<file path="config.mk">
export PLATFORM = sky130hd
export DESIGN_NAME = keyed_irq_ctrl
export DESIGN_NICKNAME = d
export VERILOG_FILES = /design/src/rtl/keyed_irq_pkg.sv /design/src/rtl/keyed_irq_arb.sv /design/src/rtl/keyed_irq_ctrl.sv
export SDC_FILE = /design/constraint.sdc
export NUM_CORES = 1
export LEC_CHECK = 0
export ABC_AREA = 1
export CELL_PAD_IN_SITES_DETAIL_PLACEMENT = 0
export CELL_PAD_IN_SITES_GLOBAL_PLACEMENT = 2
export CORE_MARGIN = 5
export CORE_UTILIZATION = 38
export CTS_CLUSTER_DIAMETER = 40
export CTS_CLUSTER_SIZE = 40
export DETAILED_ROUTE_END_ITERATION = 8
export GPL_TIMING_DRIVEN = 0
export PLACE_DENSITY_LB_ADDON = 0.05
export SLEW_MARGIN = 20
export SYNTH_ARGS = -nofsm -noshare
export SYNTH_HDL_FRONTEND = slang
export SYNTH_SLANG_ARGS = --single-unit
</file>
<file path="constraint.sdc">
create_clock -name clk -period 13 [get_ports clk]
set_input_delay 1.3 -clock clk [delete_from_list [all_inputs] [get_ports clk]]
set_output_delay 1.3 -clock clk [all_outputs]
set_load 0.02 [all_outputs]
</file>
<file path="src/rtl/keyed_irq_pkg.sv">
// Shared types and width helpers for the keyed interrupt controller.
package keyed_irq_pkg;

  typedef enum logic [1:0] {
    LOCKED   = 2'd0,
    LOAD     = 2'd1,
    CHECK    = 2'd2,
    UNLOCKED = 2'd3
  } key_state_e;

  // Index width for n items, never narrower than one bit.
  function automatic int idx_w(input int n);
    return (n > 2) ? $clog2(n) : 1;
  endfunction

  // Width needed to hold a count from 0 to n inclusive.
  function automatic int cnt_w(input int n);
    return idx_w(n + 1);
  endfunction

endpackage

</file>
<file path="src/rtl/keyed_irq_arb.sv">
// Combinational two-level priority encoder: lowest enabled bus with any
// pending bit wins, then the lowest pending channel inside that bus.
module keyed_irq_arb
  import keyed_irq_pkg::*;
#(
  parameter int NUM_BUS = 3,
  parameter int NUM_CH  = 9
) (
  input  logic [NUM_BUS*NUM_CH-1:0] pend,
  input  logic [NUM_BUS-1:0]        bus_en,
  output logic                      any,
  output logic [idx_w(NUM_BUS)-1:0] win_bus,
  output logic [idx_w(NUM_CH)-1:0]  win_chan,
  output logic [NUM_BUS*NUM_CH-1:0] clr
);

  localparam int BUS_W = idx_w(NUM_BUS);
  localparam int CH_W  = idx_w(NUM_CH);

  logic [NUM_BUS-1:0] bus_hit;
  logic [NUM_CH-1:0]  row;

  // Bus level: scan from the top so the lowest hit index is left standing.
  always_comb begin
    bus_hit = '0;
    win_bus = '0;
    for (int b = NUM_BUS - 1; b >= 0; b--) begin
      bus_hit[b] = (|pend[b*NUM_CH +: NUM_CH]) & bus_en[b];
      if (bus_hit[b]) win_bus = BUS_W'(b);
    end
    any = |bus_hit;
  end

  // Channel level inside the winning bus, plus the one-hot clear vector.
  always_comb begin
    row      = '0;
    win_chan = '0;
    clr      = '0;
    for (int b = 0; b < NUM_BUS; b++) begin
      if (win_bus == BUS_W'(b)) row = pend[b*NUM_CH +: NUM_CH];
    end
    for (int c = NUM_CH - 1; c >= 0; c--) begin
      if (row[c]) win_chan = CH_W'(c);
    end
    for (int b = 0; b < NUM_BUS; b++) begin
      for (int c = 0; c < NUM_CH; c++) begin
        clr[b*NUM_CH + c] = any && (win_bus == BUS_W'(b)) && (win_chan == CH_W'(c));
      end
    end
  end

endmodule

</file>
<file path="src/rtl/keyed_irq_ctrl.sv">
// Key-locked, registered priority interrupt controller with sticky pending
// bits and a valid/ack grant handshake.
//
// state    | meaning
// ---------+-----------------------------------------------------------
// LOCKED   | no valid key; granted channel numbers are scrambled
// LOAD     | shifting in key bits MSB first, counting valid bits
// CHECK    | full key captured; compared against KEY_VALUE this cycle
// UNLOCKED | last key load matched; channel numbers are reported clean
module keyed_irq_ctrl
  import keyed_irq_pkg::*;
#(
  parameter int               NUM_BUS   = 3,
  parameter int               NUM_CH    = 9,
  parameter int               KEY_W     = 29,
  parameter logic [KEY_W-1:0] KEY_VALUE = '0
) (
  input  logic                                clk,
  input  logic                                rst,
  input  logic [NUM_BUS*NUM_CH-1:0]           req,
  input  logic [NUM_BUS-1:0]                  bus_en,
  input  logic                                key_bit,
  input  logic                                key_vld,
  input  logic                                key_start,
  output logic                                irq_valid,
  output logic [idx_w(NUM_BUS)-1:0]           irq_bus,
  output logic [idx_w(NUM_CH)-1:0]            irq_chan,
  input  logic                                irq_ack,
  output logic                                unlocked,
  output logic [cnt_w(NUM_BUS*NUM_CH)-1:0]    pend_cnt
);

  localparam int N      = NUM_BUS * NUM_CH;
  localparam int BUS_W  = idx_w(NUM_BUS);
  localparam int CH_W   = idx_w(NUM_CH);
  localparam int CNT_W  = cnt_w(N);
  localparam int KCNT_W = cnt_w(KEY_W);

  key_state_e        state, state_nxt;
  logic [KEY_W-1:0]  key_sr;
  logic [KCNT_W-1:0] key_cnt;
  logic [CH_W-1:0]   key_scramble;

  logic [N-1:0]      pend, pend_nxt, en_mask, grant_clr;
  logic              accept;
  logic              arb_any;
  logic [BUS_W-1:0]  arb_bus;
  logic [CH_W-1:0]   arb_chan;
  logic [N-1:0]      arb_clr;

  keyed_irq_arb #(
    .NUM_BUS (NUM_BUS),
    .NUM_CH  (NUM_CH)
  ) u_arb (
    .pend     (pend),
    .bus_en   (bus_en),
    .any      (arb_any),
    .win_bus  (arb_bus),
    .win_chan (arb_chan),
    .clr      (arb_clr)
  );

  assign accept       = irq_valid & irq_ack;
  assign unlocked     = (state == UNLOCKED);
  assign key_scramble = CH_W'(key_sr ^ KEY_VALUE);

  // Spread each bus enable across that bus's channel bits.
  always_comb begin
    en_mask = '0;
    for (int b = 0; b < NUM_BUS; b++) begin
      en_mask[b*NUM_CH +: NUM_CH] = {NUM_CH{bus_en[b]}};
    end
  end

  // Only the accepted grant clears; a fresh request on the same bit wins.
  assign pend_nxt = (pend & ~(accept ? grant_clr : '0)) | (req & en_mask);

  // Pending bits and their population count, both updated on the same edge.
  always_ff @(posedge clk or posedge rst) begin
    if (rst) begin
      pend     <= '0;
      pend_cnt <= '0;
    end else begin
      pend     <= pend_nxt;
      pend_cnt <= CNT_W'($countones(pend_nxt));
    end
  end

  // Grant register: hold while unacked, drop for one cycle after accept,
  // otherwise load the current winner. The clear vector travels with the
  // grant so a later higher-priority request cannot redirect the clear.
  always_ff @(posedge clk or posedge rst) begin
    if (rst) begin
      irq_valid <= 1'b0;
      irq_bus   <= '0;
      irq_chan  <= '0;
      grant_clr <= '0;
    end else if (accept) begin
      irq_valid <= 1'b0;
    end else if (!irq_valid && arb_any) begin
      irq_valid <= 1'b1;
      irq_bus   <= arb_bus;
      irq_chan  <= arb_chan ^ (unlocked ? '0 : key_scramble);
      grant_clr <= arb_clr;
    end
  end

  // Key FSM state register.
  always_ff @(posedge clk or posedge rst) begin
    if (rst) state <= LOCKED;
    else     state <= state_nxt;
  end

  // Key FSM next state.
  always_comb begin
    state_nxt = state;
    unique case (state)
      LOCKED, UNLOCKED: if (key_start) state_nxt = LOAD;
      LOAD: begin
        if (key_start)                                           state_nxt = LOAD;
        else if (key_vld && key_cnt == KCNT_W'(KEY_W - 1))       state_nxt = CHECK;
      end
      CHECK:   state_nxt = (key_sr == KEY_VALUE) ? UNLOCKED : LOCKED;
      default: state_nxt = LOCKED;
    endcase
  end

  // Key shift register and bit counter; every accepted key_start begins a
  // clean load so leftovers of a previous key never leak into the compare.
  always_ff @(posedge clk or posedge rst) begin
    if (rst) begin
      key_sr  <= '0;
      key_cnt <= '0;
    end else if (key_start && state != CHECK) begin
      key_sr  <= '0;
      key_cnt <= '0;
    end else if (state == LOAD && key_vld) begin
      key_sr  <= {key_sr[KEY_W-2:0], key_bit};
      key_cnt <= key_cnt + KCNT_W'(1);
    end
  end

endmodule
</file>
==> results of run 1 <==
per-stage QoR:
step / cells / cell area, µm² / hold slack (ns) / power (W) / worst slack (ns)
after global routing: 857 / 6400 / 0.508 / 0.00103 / 5.79
after global placement: 841 / 6070 / 0.448 / 0.000691 / 5.71
after CTS: 857 / 6400 / 0.466 / 0.000978 / 6.16
after floorplan: 615 / 5380 / 0.434 / 0.000582 / 7.00
after detailed placement: 842 / 6100 / 0.456 / 0.000692 / 5.81
final: 857 / 6400 / 0.465 / 0.000960 / 6.19
worst max path at each step:
stage	start	to	slack, ns
after global placement	irq_ack	pend_cnt[4]$_DFF_PP0_	5.71
after global routing	irq_ack	pend_cnt[4]$_DFF_PP0_	5.79
after CTS	irq_ack	pend_cnt[4]$_DFF_PP0_	6.16
after floorplan	irq_ack	pend_cnt[4]$_DFF_PP0_	7.00
after detailed placement	irq_ack	pend_cnt[4]$_DFF_PP0_	5.81
final	irq_ack	pend_cnt[4]$_DFF_PP0_	6.19
flip-flops by register name, summed over array words and instances (netlist names):
| register | count |
|---|---|
| irq_valid | 1 |
| state | 2 |
| key_sr | 29 |
| key_cnt | 5 |
| irq_chan | 4 |
| irq_bus | 2 |
| grant_clr | 27 |
| pend | 27 |
| pend_cnt | 5 |
cell families after synthesis:
kind of cell	after synthesis
adder cells (fa/ha/maj)	32
XOR/XNOR	6
AO/OA/AOI/OAI	106
AND/OR/NAND/NOR	225
buffers and inverters	144
flip-flops	102
synthesized netlist by cell type:
| cell type | n | area, µm² |
|---|---|---|
| fa_1 | 19 | 380 |
| buf_4 | 1 | 7.51 |
| nor2_2 | 4 | 25.0 |
| buf_6 | 3 | 33.8 |
| a21oi_2 | 1 | 8.76 |
| nand4_4 | 1 | 21.3 |
| o22ai_1 | 33 | 206 |
| nand4_2 | 1 | 12.5 |
| a21oi_1 | 7 | 35.0 |
| ha_1 | 13 | 163 |
| xnor2_1 | 2 | 17.5 |
| a22o_1 | 4 | 35.0 |
| a211oi_1 | 1 | 7.51 |
| nand3_2 | 2 | 20.0 |
| xor2_1 | 4 | 35.0 |
| nand2_2 | 6 | 37.5 |
| clkinv_1 | 1 | 3.75 |
| nand3_1 | 31 | 155 |
| o21bai_1 | 3 | 22.5 |
| o21ai_2 | 4 | 35.0 |
| o21bai_2 | 3 | 33.8 |
| o21ai_1 | 2 | 10.0 |
| nand4_1 | 18 | 113 |
| inv_2 | 5 | 18.8 |
| clkbuf_1 | 11 | 41.3 |
| buf_2 | 2 | 10.0 |
| nand2_1 | 115 | 432 |
| nor3_1 | 1 | 5.00 |
| nor2_1 | 39 | 146 |
| inv_1 | 119 | 447 |
| nand3_4 | 1 | 17.5 |
| nor4b_1 | 1 | 8.76 |
| o211ai_1 | 2 | 15.0 |
| dfrtp_1 | 102 | 2550 |
| o21ai_0 | 46 | 230 |
| buf_1 | 2 | 7.51 |
| nor4_1 | 5 | 31.3 |
cell type report:
cell class / count / share of cell area
inverters: 125 / 0.0741
clock buffers: 11 / 0.0379
well taps: 180 / 0.0352
repair buffers: 47 / 0.0763
plain buffers: 19 / 0.0156
clock inverters: 4 / 0.00861
flip-flops and latches: 102 / 0.399
multi-input cells: 369 / 0.353
metal layers:
metal / share of wire / vias to the layer above / routed length (µm) / GRT usage
li1: - / 2093 / - / -
met3: 0.040 / 10 / 569 / 0.0440
met2: 0.43 / 71 / 6100 / 0.261
met4: 0.013 / 0 / 190 / 0.0482
met5: 0 / - / 0 / 0
met1: 0.52 / 2008 / 7300 / 0.281
power by group:
part / internal (W) / total (W) / switching, W
combinational: 0.000119 / 0.000319 / 0.000201
sequential: 0.000349 / 0.000364 / 0.0000155
clock: 0.000155 / 0.000276 / 0.000122
total: 0.000622 / 0.000960 / 0.000338
==> metrics.yaml, run 1 <==
path_buf_inv: 7
slew_viol_final: 0
critPathLaunchType: "primary input"
critPathSlowestCell: "fa_1"
end_kind: "flip-flop"
syn-num-nets: 683
min_to: "key_cnt[4]$_DFFE_PP0P_"
cts_tree: "yes"
synth-compound-area-share: 0.119
gp_congestion: 0.830
max-cap-violations: 0
hp-start: "key_cnt[4]$_DFFE_PP0P_"
firstDrtPassIters: 4
multi_input_area_um2: 2260
grt_use_total: 0.184
ant_nets: 0
layout.cells.most_common: "inv_1"
cts_hold_buf: 0
arrival_ns: 7.09
status: "finished clean"
cts_max_level: 3
post-route-period-util: 0.524
hpwl_um: 11000
synth_mux_area_frac: 0
yosysWarnings: 0
min_period_ns: 6.81
cp.depth: 20
grt_pass1_vias: 4351
die_w_um: 129
ir_worst_vdd_mv: 0.104
layout_common_cells: "inv_1, nand2_1, dfrtp_1"
ys_ff_latch: 102
hold_path_class: "reg2reg"
finish.utilization: 0.461
drc: 0
die_area_um2: 16600
fin_nets: 741
cp_max_fo: 10
dr.first_iter.drc_count: 253
grt_max_degree: 53
area_growth_pct: 18.9
clock_latency_ns: 0.35
seq_area_frac_synth: 0.474
path_delay_family: "adder cells"
hold_depth: 1
ff2ff_setup_slack_ns: 7.04
fin_worst_skew_ns: 0.00792
hold_viol: 0
layout-drive-gt1-share: 0.0739
critPathMaxStageDelay_ns: 0.56
rsz0062_at_grt: "no"
worst-r2r-cell-count: 20
synth_area_um2: 5380
via_per_inst: 4.88
antenna_cells: 0
avgSynthCellArea_um2: 8.75
worstPathRequired_ns: 13.28
initial_core_util: 0.388
core_area_um2: 13900
grt_overflow: 0
seq_area_um2: 2550
rows: 43
power.density_nw_per_um2: 150
cts_root_buf: "clkbuf_16"
finalSetupTns_ns: 0
totalWireLength_um: 14200
cts_buffers: 9
vias: 4182
synth_top_family_by_area: "simple AND/OR/NAND/NOR gates"
p_leak_nw: 2.97
r2r-start: "irq_valid$_DFFE_PP0P_"
ioPinCount: 49
cts.repair.resized: 0
path_clk_slew_ns: 0.07
worst_slew_pin_slew_ns: 0.546
syn-instance-count: 615
critPathKind: "in2reg"
crit_top_cell: "fa_1"
die_h_um: 129
yosys.cell_types.count: 37
path_cells: "clkdlybuf4s50_1 -> nand2_1 -> clkbuf_1 -> o21ai_0 -> nand2_1 -> inv_1 -> fa_1 -> inv_1 -> fa_1 -> inv_1 -> fa_1 -> fa_1 -> inv_1 -> fa_1 -> fa_1 -> fa_1 -> inv_1 -> fa_1 -> o21ai_0 -> xor2_1"
cts_setup_buffers: 0
r2r-end: "pend_cnt[4]$_DFF_PP0_"
synthSimpleGateAreaFrac: 0.190
wl_per_cell_um: 16.5
fmax_mhz: 147
port_buffers: 46
cts_num_sinks: 102
cts_buffer_depth: 2
slew_headroom: 0.636
setup_viol: 0
nFillCells: 1389
grt_pass1_wl_um: 23300
antenna_found_initial: 0
synth-xor-area-share: 0.00977
synthAdderAreaFrac: 0.101
Power figures use the tool's default switching activity.
==> run 2, diff against run 1 <==
CORE_UTILIZATION = 32   (was 38)
clock period = 5.6 ns   (was 13 ns; I/O delays follow)
==> run 2 against run 1 <==
Worst hold slack lost 0.0056 ns; critical endpoint is now pend_cnt[1]$_DFF_PP0_; critical path depth fell by 3; routed wire length increased by 1.9%; sequential share of layout area decreased by 0.52 points; combinational power is 130% higher; clock power up 150%; via count shrank 0.74%; worst setup slack got worse by 5.9 ns; cell count is 4.6% higher; largest power group unchanged; clock-buffer cell count increased by 1; register-to-register slack worse by 6.7 ns; sequential power rose by 130%.
==> metrics.yaml, run 2 (synthesis results as in run 1) <==
hold_viol: 0  # unchanged
cts_max_level: 3  # unchanged
gp_congestion: 0.811  # -2.3%
p_leak_nw: 3.00  # +0.71%
largest_register_ffs: 29  # unchanged
worst_slack_ns: 0.275  # -5.91 ns
ir_worst_vdd_mv: 0.217  # +110%
gr-usage-met1: 0.240  # -0.0405
ant_nets: 0  # unchanged
core_area_um2: 16500  # +19%
multi_input_area_um2: 2270  # +0.39%
setup_viol: 0  # unchanged
vias: 4151  # -0.74%
worst_slew_pin_slew_ns: 0.576  # +0.0296 ns
grt_overflow: 0  # unchanged
antenna_found_initial: 0  # unchanged
arrival_ns: 5.62  # -1.47 ns
die_w_um: 140  # +8.3%
seqPwrFrac: 0.372  # -0.008
firstDrtPassIters: 5  # +1
pwr-share-comb: 0.329  # -0.004
rsz0062_at_grt: "no"
max-cap-violations: 0  # unchanged
critPathLaunchType: "primary input"
finalPower_w: 0.00228  # +140%
swShare: 0.339  # -0.0132
layout_common_cells: "inv_1, nand2_1, dfrtp_1"
min_period_ns: 5.33
via_per_inst: 4.63  # -5.1%
grt_max_degree: 53  # unchanged
cts_hold_buf: 0  # unchanged
cts_root_buf: "clkbuf_16"
cts_buffers: 9  # unchanged
area_growth_pct: 20.5
initial_core_util: 0.326  # -0.0620
grt_use_total: 0.157  # -0.0265
rows: 47  # +9.3%
drc: 0  # unchanged
post-route-period-util: 0.951
fin_worst_skew_ns: 0.00547  # -0.00245 ns
nFillCells: 1722  # +24%
fin_nets: 740  # -0.13%
end_kind: "flip-flop"
hold_ws_ns: 0.459  # -0.00557 ns
slew_viol_final: 0  # unchanged
dp_slack_ns: -0.977  # -6.79 ns
hpwl_um: 11500  # +4.4%
port_buffers: 46  # unchanged
layout.cells.most_common: "inv_1"
die_area_um2: 19500  # +17%
antenna_cells: 0  # unchanged
die_h_um: 140  # +8.3%
fmax_mhz: 188
p_clk_frac: 0.299  # +0.011
reg_top3: "key_sr: 29 flops, grant_clr: 27 flops, pend: 27 flops"
cp_max_fo: 10  # unchanged
path_clk_slew_ns: 0.07  # about the same
cts_buffer_depth: 2  # unchanged
slew_headroom: 0.616  # -0.0198
critPathKind: "in2reg"
cts_num_sinks: 102  # unchanged
worstPathRequired_ns: 5.89  # -7.39 ns
status: "finished clean"
seq_area_um2: 2550  # about the same
busiest_layer: "met1"
use_met3: 0.0408  # -0.00318
grt_pass1_wl_um: 24000  # +3.2%
grt_pass1_vias: 4373  # +0.51%
totalWireLength_um: 14400  # +1.9%
p_int_w: 0.00151  # +140%
power.density_nw_per_um2: 351  # +130%
switchingPower_w: 0.000772  # +130%
hold_path_class: "reg2reg"
cts_tree: "yes"
ioPinCount: 49  # unchanged
wl_per_cell_um: 16.1  # -2.6%
layout-drive-gt1-share: 0.0858  # +0.0119
clock_latency_ns: 0.35  # about the same
met2_usage: 0.226  # -0.0349
dr.first_iter.drc_count: 230  # -9.1%
largest-register: "key_sr"
-- run 2: changes by cell type in the layout (fill, tap and decap cells not counted), moves of 2 or more --
cell,before,now
clkbuf_1,12,8
clkbuf_4,0,2
o21ai_0,46,44
clkdlybuf4s50_1,46,44
-- run 2: worst paths after layout --
kind	cells past startpoint	slack, ns	endpoint	from
worst min register to register	1	0.46	key_cnt[4]$_DFFE_PP0P_	key_cnt[4]$_DFFE_PP0P_
worst min-delay path	1	0.46	key_cnt[4]$_DFFE_PP0P_	key_cnt[4]$_DFFE_PP0P_
worst max register to register	18	0.30	pend_cnt[1]$_DFF_PP0_	irq_valid$_DFFE_PP0P_
max in group asynchronous	3	4.32	irq_valid$_DFFE_PP0P_	rst
worst max-delay path	17	0.27	pend_cnt[1]$_DFF_PP0_	irq_ack
min in group asynchronous	2	0.64	key_cnt[2]$_DFFE_PP0P_	rst
-- run 2: power by group through the flow --
stage               logic [W]  clock network [W]  registers, W
floorplan            0.000465                  0      0.000887
global placement     0.000753                  0      0.000860
detailed placement   0.000751                  0      0.000860
CTS                  0.000767           0.000708      0.000848
global route         0.000868           0.000737      0.000857
finish               0.000749           0.000682      0.000847
-- run 2: metal layers --
| metal | vias up | routed length, µm |
|---|---|---|
| met4 | 0 | 87 |
| met2 | 55 | 6210 |
| met1 | 2002 | 7600 |
| li1 | 2089 | - |
| met3 | 5 | 533 |
| met5 | - | 0 |
-- run 2: metrics by stage --
stage	utilization	TNS, ns	std cells	instance area (µm²)
2_1_floorplan	-	0	615	5380
3_5_place_dp	0.372	-3.59	882	6150
5_1_grt	0.392	0	896	6480
3_3_place_gp	0.370	-3.82	881	6120
6_report	0.392	0	896	6480
4_1_cts	0.392	0	896	6480
-- run 2: final cells by class --
cell class                 count  share of cell area
timing repair buffer          48              0.0758
clock inverter                 3              0.0104
clock buffer                  12              0.0396
multi-input combinational    369               0.350
tap                          220              0.0424
inverter                     125              0.0731
sequential                   102               0.394
buffer                        17              0.0150
-- run 2: what timing repair did --
action / CTS / global route
setup endpoints to repair: 5 / 3
buffers inserted: 1 / 0
gates resized for setup: 9 / 8
-- run 2: worst max-delay path, stage by stage --
cell	delay (ns)
clkbuf_4	0.16
nand2_2	0.09
clkbuf_4	0.19
o21ai_0	0.18
nand2_1	0.12
fa_1	0.51
fa_1	0.56
inv_1	0.08
fa_1	0.50
fa_1	0.56
inv_1	0.06
fa_1	0.55
fa_1	0.46
fa_1	0.46
inv_1	0.09
fa_2	0.43
inv_1	0.06
